**src/rtl/systolic_tile_driver.sv**
```systemverilog
// ---------------------------------------------------------------------------
// systolic_tile_driver
//
// Purpose: operand source and result sink for one N x N systolic tile.
//   The host loads an A buffer (one row per entry) and a B buffer (one
//   column per entry). A start pulse launches a job that streams N a_row
//   beats and N b_col beats into the tile over valid/ready. It also
//   collects N c_row beats into a result buffer that the host reads back
//   combinationally.
//
// Ports:
//   clk, rst_n         clock, asynchronous active-low reset
//   wr_en/wr_sel/      host write port (sel 0 = A, 1 = B); writes are
//   wr_idx/wr_data     accepted only while not busy
//   start              launch one job (ignored unless idle)
//   busy/done/err      job in progress / one-cycle completion pulse /
//                      sticky watchdog error
//   rd_idx/rd_data     combinational result-row readback
//   a_valid/a_ready/a_row   A operand stream to the tile
//   b_valid/b_ready/b_col   B operand stream to the tile
//   c_valid/c_ready/c_row   result stream from the tile
//
// Build option: define SYSTOLIC_DRIVER_TIMEOUT_EN to add an idle-cycle
//   watchdog. It aborts a stalled job after TIMEOUT cycles without any
//   handshake and raises err.
// ---------------------------------------------------------------------------
module systolic_tile_driver #(
    parameter int N       = 8,
    parameter int IN_W    = 8,
    parameter int OUT_W   = 16,
    parameter int TIMEOUT = 1024
) (
    input  logic                   clk,
    input  logic                   rst_n,
    input  logic                   wr_en,
    input  logic                   wr_sel,
    input  logic [$clog2(N)-1:0]   wr_idx,
    input  logic [N*IN_W-1:0]      wr_data,
    input  logic                   start,
    output logic                   busy,
    output logic                   done,
    output logic                   err,
    input  logic [$clog2(N)-1:0]   rd_idx,
    output logic [N*OUT_W-1:0]     rd_data,
    output logic                   a_valid,
    input  logic                   a_ready,
    output logic [N*IN_W-1:0]      a_row,
    output logic                   b_valid,
    input  logic                   b_ready,
    output logic [N*IN_W-1:0]      b_col,
    input  logic                   c_valid,
    output logic                   c_ready,
    input  logic [N*OUT_W-1:0]     c_row
);

    localparam int IW = $clog2(N);
    // One extra bit so a counter can hold the terminal value N.
    localparam int CW = IW + 1;
    localparam logic [CW-1:0] CNT_FULL = CW'(N);

    localparam logic [1:0] ST_IDLE = 2'd0;
    localparam logic [1:0] ST_RUN  = 2'd1;
    localparam logic [1:0] ST_DONE = 2'd2;

    logic [1:0]          state_q, state_d;
    logic [CW-1:0]       a_cnt_q, a_cnt_d;
    logic [CW-1:0]       b_cnt_q, b_cnt_d;
    logic [CW-1:0]       c_cnt_q, c_cnt_d;

    logic [N*IN_W-1:0]   abuf_q [N];
    logic [N*IN_W-1:0]   bbuf_q [N];
    logic [N*OUT_W-1:0]  res_q  [N];

    logic                run;
    logic                a_hs, b_hs, c_hs;
    logic                host_wr;

    assign run     = (state_q == ST_RUN);
    assign busy    = (state_q != ST_IDLE);
    assign done    = (state_q == ST_DONE);

    // Stream data comes straight from the buffers. The counters only move
    // on a handshake, so the data stays stable while the tile stalls.
    assign a_valid = run && (a_cnt_q < CNT_FULL);
    assign b_valid = run && (b_cnt_q < CNT_FULL);
    assign c_ready = run && (c_cnt_q < CNT_FULL);
    assign a_row   = abuf_q[a_cnt_q[IW-1:0]];
    assign b_col   = bbuf_q[b_cnt_q[IW-1:0]];

    assign a_hs    = a_valid && a_ready;
    assign b_hs    = b_valid && b_ready;
    assign c_hs    = c_valid && c_ready;

    // A write in the start cycle still lands because busy is low then.
    assign host_wr = wr_en && !busy;

    assign rd_data = res_q[rd_idx];

`ifdef SYSTOLIC_DRIVER_TIMEOUT_EN
    logic [15:0] idle_q, idle_d;
    logic        err_q, err_d;
    assign err = err_q;
`else
    assign err = 1'b0;
`endif

    // ---------------- next-state logic ----------------
    always_comb begin
        state_d = state_q;
        a_cnt_d = a_cnt_q;
        b_cnt_d = b_cnt_q;
        c_cnt_d = c_cnt_q;
`ifdef SYSTOLIC_DRIVER_TIMEOUT_EN
        idle_d  = idle_q;
        err_d   = err_q;
`endif
        case (state_q)
            ST_IDLE: begin
                if (start) begin
                    state_d = ST_RUN;
                    a_cnt_d = '0;
                    b_cnt_d = '0;
                    c_cnt_d = '0;
`ifdef SYSTOLIC_DRIVER_TIMEOUT_EN
                    idle_d  = '0;
`endif
                end
            end
            ST_RUN: begin
                if (a_hs) a_cnt_d = a_cnt_q + CW'(1);
                if (b_hs) b_cnt_d = b_cnt_q + CW'(1);
                if (c_hs) c_cnt_d = c_cnt_q + CW'(1);
                // Look at the post-handshake counts so the final beat on any
                // stream (or several at once) completes the job on that edge.
                if (a_cnt_d == CNT_FULL && b_cnt_d == CNT_FULL &&
                    c_cnt_d == CNT_FULL) begin
                    state_d = ST_DONE;
                end
`ifdef SYSTOLIC_DRIVER_TIMEOUT_EN
                // Without a handshake no counter moved, so the job cannot be
                // finishing in the same cycle as a watchdog expiry.
                if (a_hs || b_hs || c_hs) begin
                    idle_d = '0;
                end else begin
                    idle_d = idle_q + 16'd1;
                    if (idle_d == 16'(TIMEOUT)) begin
                        err_d   = 1'b1;
                        state_d = ST_DONE;
                    end
                end
`endif
            end
            ST_DONE: begin
                state_d = ST_IDLE;
            end
            default: begin
                state_d = ST_IDLE;
            end
        endcase
    end

    // ---------------- control registers ----------------
    always_ff @(posedge clk or negedge rst_n) begin
        if (!rst_n) begin
            state_q <= ST_IDLE;
            a_cnt_q <= '0;
            b_cnt_q <= '0;
            c_cnt_q <= '0;
        end else begin
            state_q <= state_d;
            a_cnt_q <= a_cnt_d;
            b_cnt_q <= b_cnt_d;
            c_cnt_q <= c_cnt_d;
        end
    end

`ifdef SYSTOLIC_DRIVER_TIMEOUT_EN
    always_ff @(posedge clk or negedge rst_n) begin
        if (!rst_n) begin
            idle_q <= '0;
            err_q  <= 1'b0;
        end else begin
            idle_q <= idle_d;
            err_q  <= err_d;
        end
    end
`endif

    // ---------------- operand and result buffers ----------------
    // The buffers must read back as zero after reset, so they are plain
    // resettable registers rather than RAM.
    genvar gi;
    generate
        for (gi = 0; gi < N; gi++) begin : g_row
            always_ff @(posedge clk or negedge rst_n) begin
                if (!rst_n) begin
                    abuf_q[gi] <= '0;
                    bbuf_q[gi] <= '0;
                end else if (host_wr && wr_idx == IW'(gi)) begin
                    if (wr_sel) bbuf_q[gi] <= wr_data;
                    else        abuf_q[gi] <= wr_data;
                end
            end

            always_ff @(posedge clk or negedge rst_n) begin
                if (!rst_n) begin
                    res_q[gi] <= '0;
                end else if (c_hs && c_cnt_q[IW-1:0] == IW'(gi)) begin
                    res_q[gi] <= c_row;
                end
            end
        end
    endgenerate

endmodule
```
**config.mk**
```make
export PLATFORM = sky130hd
export DESIGN_NAME = systolic_tile_driver
export DESIGN_NICKNAME = d
export VERILOG_FILES = /design/src/rtl/systolic_tile_driver.sv
export SDC_FILE = /design/constraint.sdc
export NUM_CORES = 2
export LEC_CHECK = 0
export BUFFER_PORTS_ARGS = -buffer_cell sky130_fd_sc_hd__buf_2
export CORE_MARGIN = 2
export CORE_UTILIZATION = 50
export DETAILED_ROUTE_END_ITERATION = 8
export PLACE_DENSITY_LB_ADDON = 0.2
export SYNTH_ARGS = -nofsm -noshare
export SYNTH_HDL_FRONTEND = slang
export SYNTH_SLANG_ARGS = --single-unit
```
**constraint.sdc**
```tcl
create_clock -name clk -period 2.24 [get_ports clk]
set_input_delay 0.336 -clock clk [delete_from_list [all_inputs] [get_ports clk]]
set_output_delay 0.336 -clock clk [all_outputs]
set_load 0.01 [all_outputs]
```
# After elaboration in Yosys (flattened, before gate mapping)
# Cells that the tools add are included.
[totals]
regBits = 2062
in_bits = 206
output_inout_bits = 262
elab_cells = 133
[op_classes]
n_addsub = 3
order_cmp = 6
n_eq_ne = 21
mux = 22
bitwise = 4
n_reduce_logical = 49
[ops]
columns = ["operator", "n"]
rows = [
  ["$bmux W128 S3", 1],
  ["$bmux W64 S3", 2],
  ["$mux W128", 2],
  ["$mux W64", 4],
  ["$reduce_and A2 Y1", 18],
  ["$mux W4", 7],
  ["$logic_and A1 B1 Y1", 25],
  ["$eq A3 B3 Y1 const B", 8],
  ["$pmux W4 S2", 3],
  ["$add A4 B1 Y4 const B", 3],
  ["$eq A3 B2 Y1 const B", 4],
  ["$eq A4 B4 Y1 const B", 3],
  ["$ge A4 B4 Y1 const B", 3],
  ["$lt A4 B4 Y1 const B", 3],
  ["$not A3 Y4", 3],
  ["$eq A3 B1 Y1 const B", 2],
  ["$logic_not A3 Y1", 2],
  ["$mux W2", 2],
  ["$pmux W2 S2", 1],
  ["$reduce_bool A2 Y1", 2],
  ["$eq A2 B1 Y1 const B", 1],
  ["$eq A2 B2 Y1 const B", 1],
  ["$logic_not A2 Y1", 1],
  ["$ne A2 B1 Y1 const B", 1],
  ["other kinds (3)", 3],
]

# Logic depth before layout (Yosys ltp)
[depth]
word_depth = 10
mapped_depth = 7
ltp_nobuf = 6

# Worst setup path before layout
# OpenSTA, ideal clock, no wires.
[synth_timing]
path_type = "register to output"
from = "register b_cnt_q[0]"
to = "output port b_col[56]"
arrival_ns = 1.995
t_required_ns = 1.904
slack_ns = -0.091
stages_incl_launch_ff = 6
n_path_buf = 3
cell_sequence = "dfrtp_1 -> clkbuf_1 -> buf_2 -> buf_1 -> mux4_2 -> mux2_2"
[synth_via]
elab_chain_len = 4
[synth_rtl]
columns = ["element", "line", "rtl"]
rows = [
  ["start: declaration", "67", "logic [CW-1:0] b_cnt_q, b_cnt_d;"],
  ["start signal: assignment", "172", "b_cnt_q <= b_cnt_d;"],
  ["$not A3 Y4 (not written as such)", "88", "assign b_col = bbuf_q[b_cnt_q[IW-1:0]];"],
  ["$bmux W64 S3", "88", ""],
  ["$mux W64 (not written as such) (2 in series)", "88", ""],
  ["end: declaration", "50", "output logic [N*IN_W-1:0] b_col,"],
]
# No other way between the ends. The select of a mux whose other input is x is not followed.

# Worst setup path after layout
[layout_timing]
from = "register a_cnt_q[0]"
to = "output port a_row[48]"
[layout_via]
elab_chain_len = 4
[layout_rtl]
columns = ["element", "line", "rtl"]
rows = [
  ["start: declaration", "66", "logic [CW-1:0] a_cnt_q, a_cnt_d;"],
  ["start signal: assignment", "171", "a_cnt_q <= a_cnt_d;"],
  ["$not A3 Y4 (not written as such)", "87", "assign a_row = abuf_q[a_cnt_q[IW-1:0]];"],
  ["$bmux W64 S3", "87", ""],
  ["$mux W64 (not written as such) (2 in series)", "87", ""],
  ["end: declaration", "47", "output logic [N*IN_W-1:0] a_row,"],
]
# No other way between the ends. The select of a mux whose other input is x is not followed.

==> impl_metrics.csv <==
group,metric,value,unit
sta,tightestPinTransition,0.589,ns
sta,setup_tns,-119.21,ns
die,io_pins,468,
synthesis,synth_edf_count,0,
critical_path,endpoint_kind,"primary output",
synthesis,synth-main-ff-cell,"dfrtp_1",
global_route,grtUsageMet3,3.89,%
die,row_count,157,
critical_path,cp.arrival,2.68,ns
global_route,grt_pass1_wl,350000,um
synthesis,synth_top_area_share,56.2,%
routing,viasPerCell,5.81,
routing,vias,51600,
sta,fin_crit_sh,135,%
synthesis,synth_area_leaders,"dfrtp_1, mux2_2, mux4_2",
critical_path,critical_path_class,"reg2out",
global_route,grt_pass1_vias,56100,
die,die_w,432,um
global_route,grtUsageMet2,41.7,%
critical_path,start_kind,"register",
critical_path,path_cells,"buf_12, clkbuf_16, mux4_2, mux2_4, buf_6",
critical_path,cp_top_family,"multiplexers",
clock_network,ctsLongestPathBuffers,3,
synthesis,synth_cell_types,38,
clock_network,cts_buffers,218,
clock_network,clock_sinks,2062,
synthesis,synth_nets,5626,
power,p_per_area,1070,mW/mm2
sta,drv_slew,0,
layout,seqCellArea,0.0516,mm2
critical_path,crit_slowest_cell,"mux4_2",
synthesis,synth_warnings,0,
synthesis,ys_ff_latch,2062,
placed_design,placed_area,0.100,mm2
die,fp.dieH,432,um
routing,wl_per_cell,25.7,um
global_route,grt-ovfl-total,0,
routing,first_pass_iters,5,
global_route,grt_max_degree,103,
sta,setup_viol,377,
sta,finalHoldViolCount,0,
run_status,status,"complete, but fails checks",
clock_network,cts-root-buf,"clkbuf_16",
sta,fin_crit,3.01,ns
layout,syn2layout_area_growth,23.5,%
power,seqPwrFrac,41.9,%
clock_network,cts_tree,"built",
power,p_comb_share,28.2,%
synthesis,async_flop_share,100,%
die,die_area,0.187,mm2
power,p_sw,32500,uW
synthesis,synth_cells,5412,
run_status,failed_checks,"negative setup slack",
placed_design,place_ws,-0.0363,ns
routing,routed_wl,228000,um
die,initial_core_util,50.2,%
power,clockPowerShare,29.8,%
global_route,track_usage,24.4,%
routing,ant_nets,0,
power,internal_power,88500,uW
sta,rsz0062_at_grt,"true",
sta,finalClockSkew,0.0368,ns
synthesis,synth-seq-area-share,56.2,%
min_path,hp-class,"in2reg",
layout,n_fill_cell,13300,
global_route,gr-usage-met1,32.5,%
layout,multi_input_comb_area,0.0392,mm2
placed_design,io_buffer_count,466,
sta,fin_ws,-0.774,ns
routing,route.detailed.drc,0,
synthesis,netlist_area,0.0917,mm2
clock_network,cts_max_level,4,
die,core-area,0.183,mm2
layout,layout-drive-gt1-share,62.1,%
placed_design,gp_congestion,0.771,
job,cap_violations,0,
critical_path,path_buf_inv,3,
synthesis,post-synth-top-count-cell,"mux2_2",
global_route,grt_busiest_layer,"met2",
placed_design,dpl.hpwl,142000,um
synthesis,synth_top_area_cell,"dfrtp_1",
global_route,antenna_found_initial,23,
synthesis,synth_common_cells,"mux2_2, dfrtp_1, mux4_2, clkbuf_1, buf_2",
sta,fmax,332,MHz
critical_path,crit_path_max_fanout,7,
clock_network,clk_latency,0.85,ns
layout,fin_area,0.113,mm2
power,swShare,26.9,%
power,p_leak,0.0534,uW
layout,final_nets,6541,
critical_path,slowest_delay,0.51,ns
critical_path,cp_data_required_time,1.90,ns
sta,slew-limit-headroom,60.7,%
routing,drtIter0Drc,2758,
synthesis,synth.avg_cell_area,17.0,um2
clock_network,clk_pin_slew,0.06,ns
power,ir_worst_vdd,778,uV
==> cell type report <==
class | count | share of cell area, %
well taps | 2385 | 2.63
clock buffers | 326 | 5.72
repair buffers | 1119 | 10.8
flip-flops and latches | 2062 | 45.6
clock inverters | 59 | 0.633
multi-input cells | 2918 | 34.6
diodes | 11 | 0.0243
inverters | 8 | 0.0265
==> cell families (layout without fill, tap and decap cells) <==
logic type	Yosys count	in the layout	share of synthesized area (%)
xor gates and xnor gates	2	2	0.0191
other	1	12	0.00409
muxes	2818	2818	40.9
adders and majority gates	8	8	0.109
and+or+nand+nor	69	69	0.483
buffers and inverters	432	1512	2.13
AOI/OAI and AO/OA	20	20	0.143
DFF	2062	2062	56.2
==> sequential cells by signal, summed over array words and instances (netlist names) <==
signal   flops
bbuf_q     512
c_cnt_q      4
state_q      2
res_q     1024
abuf_q     512
a_cnt_q      4
b_cnt_q      4
==> tightest hold or removal path: stages <==
cell	delay [ns]
buf_2	0.10
a31oi_1	0.17
or3_1	0.16
or2_2	0.12
nor3_2	0.04
==> layer usage <==
layer / vias up / share of wire [%]
met3: 370 / 3.7
met5: - / 0.059
met4: 20 / 2.9
met1: 28200 / 43
li1: 22200 / -
met2: 874 / 51
==> power groups by stage <==
stage / combinational (uW) / sequential (uW) / clock [uW]
floorplan: 20000 / 49500 / 0
global placement: 28400 / 50800 / 0
detailed placement: 29100 / 51300 / 0
CTS: 33600 / 50600 / 36900
global route: 36300 / 51700 / 38500
finish: 34100 / 50800 / 36100
==> worst paths after layout <==
kind | slack (ns) | depth (start not counted) | end | from
hold / removal | 0.14 | 5 | state_q[1]$_DFFE_PN0P_ | b_ready
setup reg to reg | -0.06 | 8 | bbuf_q[333]$_DFFE_PN0P_ | state_q[1]$_DFFE_PN0P_
setup / recovery | -0.77 | 5 | a_row[48] | a_cnt_q[0]$_DFFE_PN0P_
min in group asynchronous | 0.30 | 3 | res_q[1022]$_DFFE_PN0P_ | rst_n
max in group asynchronous | 1.13 | 4 | abuf_q[150]$_DFFE_PN0P_ | rst_n
hold reg to reg | 0.48 | 1 | abuf_q[412]$_DFFE_PN0P_ | abuf_q[412]$_DFFE_PN0P_
==> cells in the final DEF (no fill, tap or decap), drive strengths merged, types with 2 or more instances in the layout <==
master / count
mux2: 2306
dfrtp: 2062
buf: 911
mux4: 512
clkbuf: 336
dlygate4sd3: 198
clkinv: 35
nor2: 17
inv: 14
nand2: 13
diode: 11
bufinv: 11
ha: 8
a21oi: 7
clkinvlp: 7
nand3: 6
nor3: 6
and3: 5
nor2b: 4
o21bai: 4
or3: 4
a22o: 3
nand3b: 3
nand2b: 3
nor4bb: 2
xor2: 2
o21ai: 2
and4: 2
a31oi: 2
==> metrics by stage <==
stage	instances	total power [uW]	util [%]	hold slack (ns)
6_report	8888	121000	62.0	0.135
3_3_place_gp	8169	79300	54.9	0.247
5_1_grt	8884	127000	62.0	0.0929
3_5_place_dp	8169	80400	54.9	0.245
4_1_cts	8823	121000	61.3	0.0490
2_1_floorplan	5412	69500	-	0.0404
==> timing repair <==
item / 4_1_cts / 5_1_grt
resized for setup: 403 / 171
setup endpoints to repair: 319 / 351
pin swaps: 1 / 4
setup buffers: 64 / 44
gates cloned: 7 / 12
hold buffers: 198 / 0
endpoints found under the hold margin: 3233 / 0
Power figures use the tool's default switching activity.
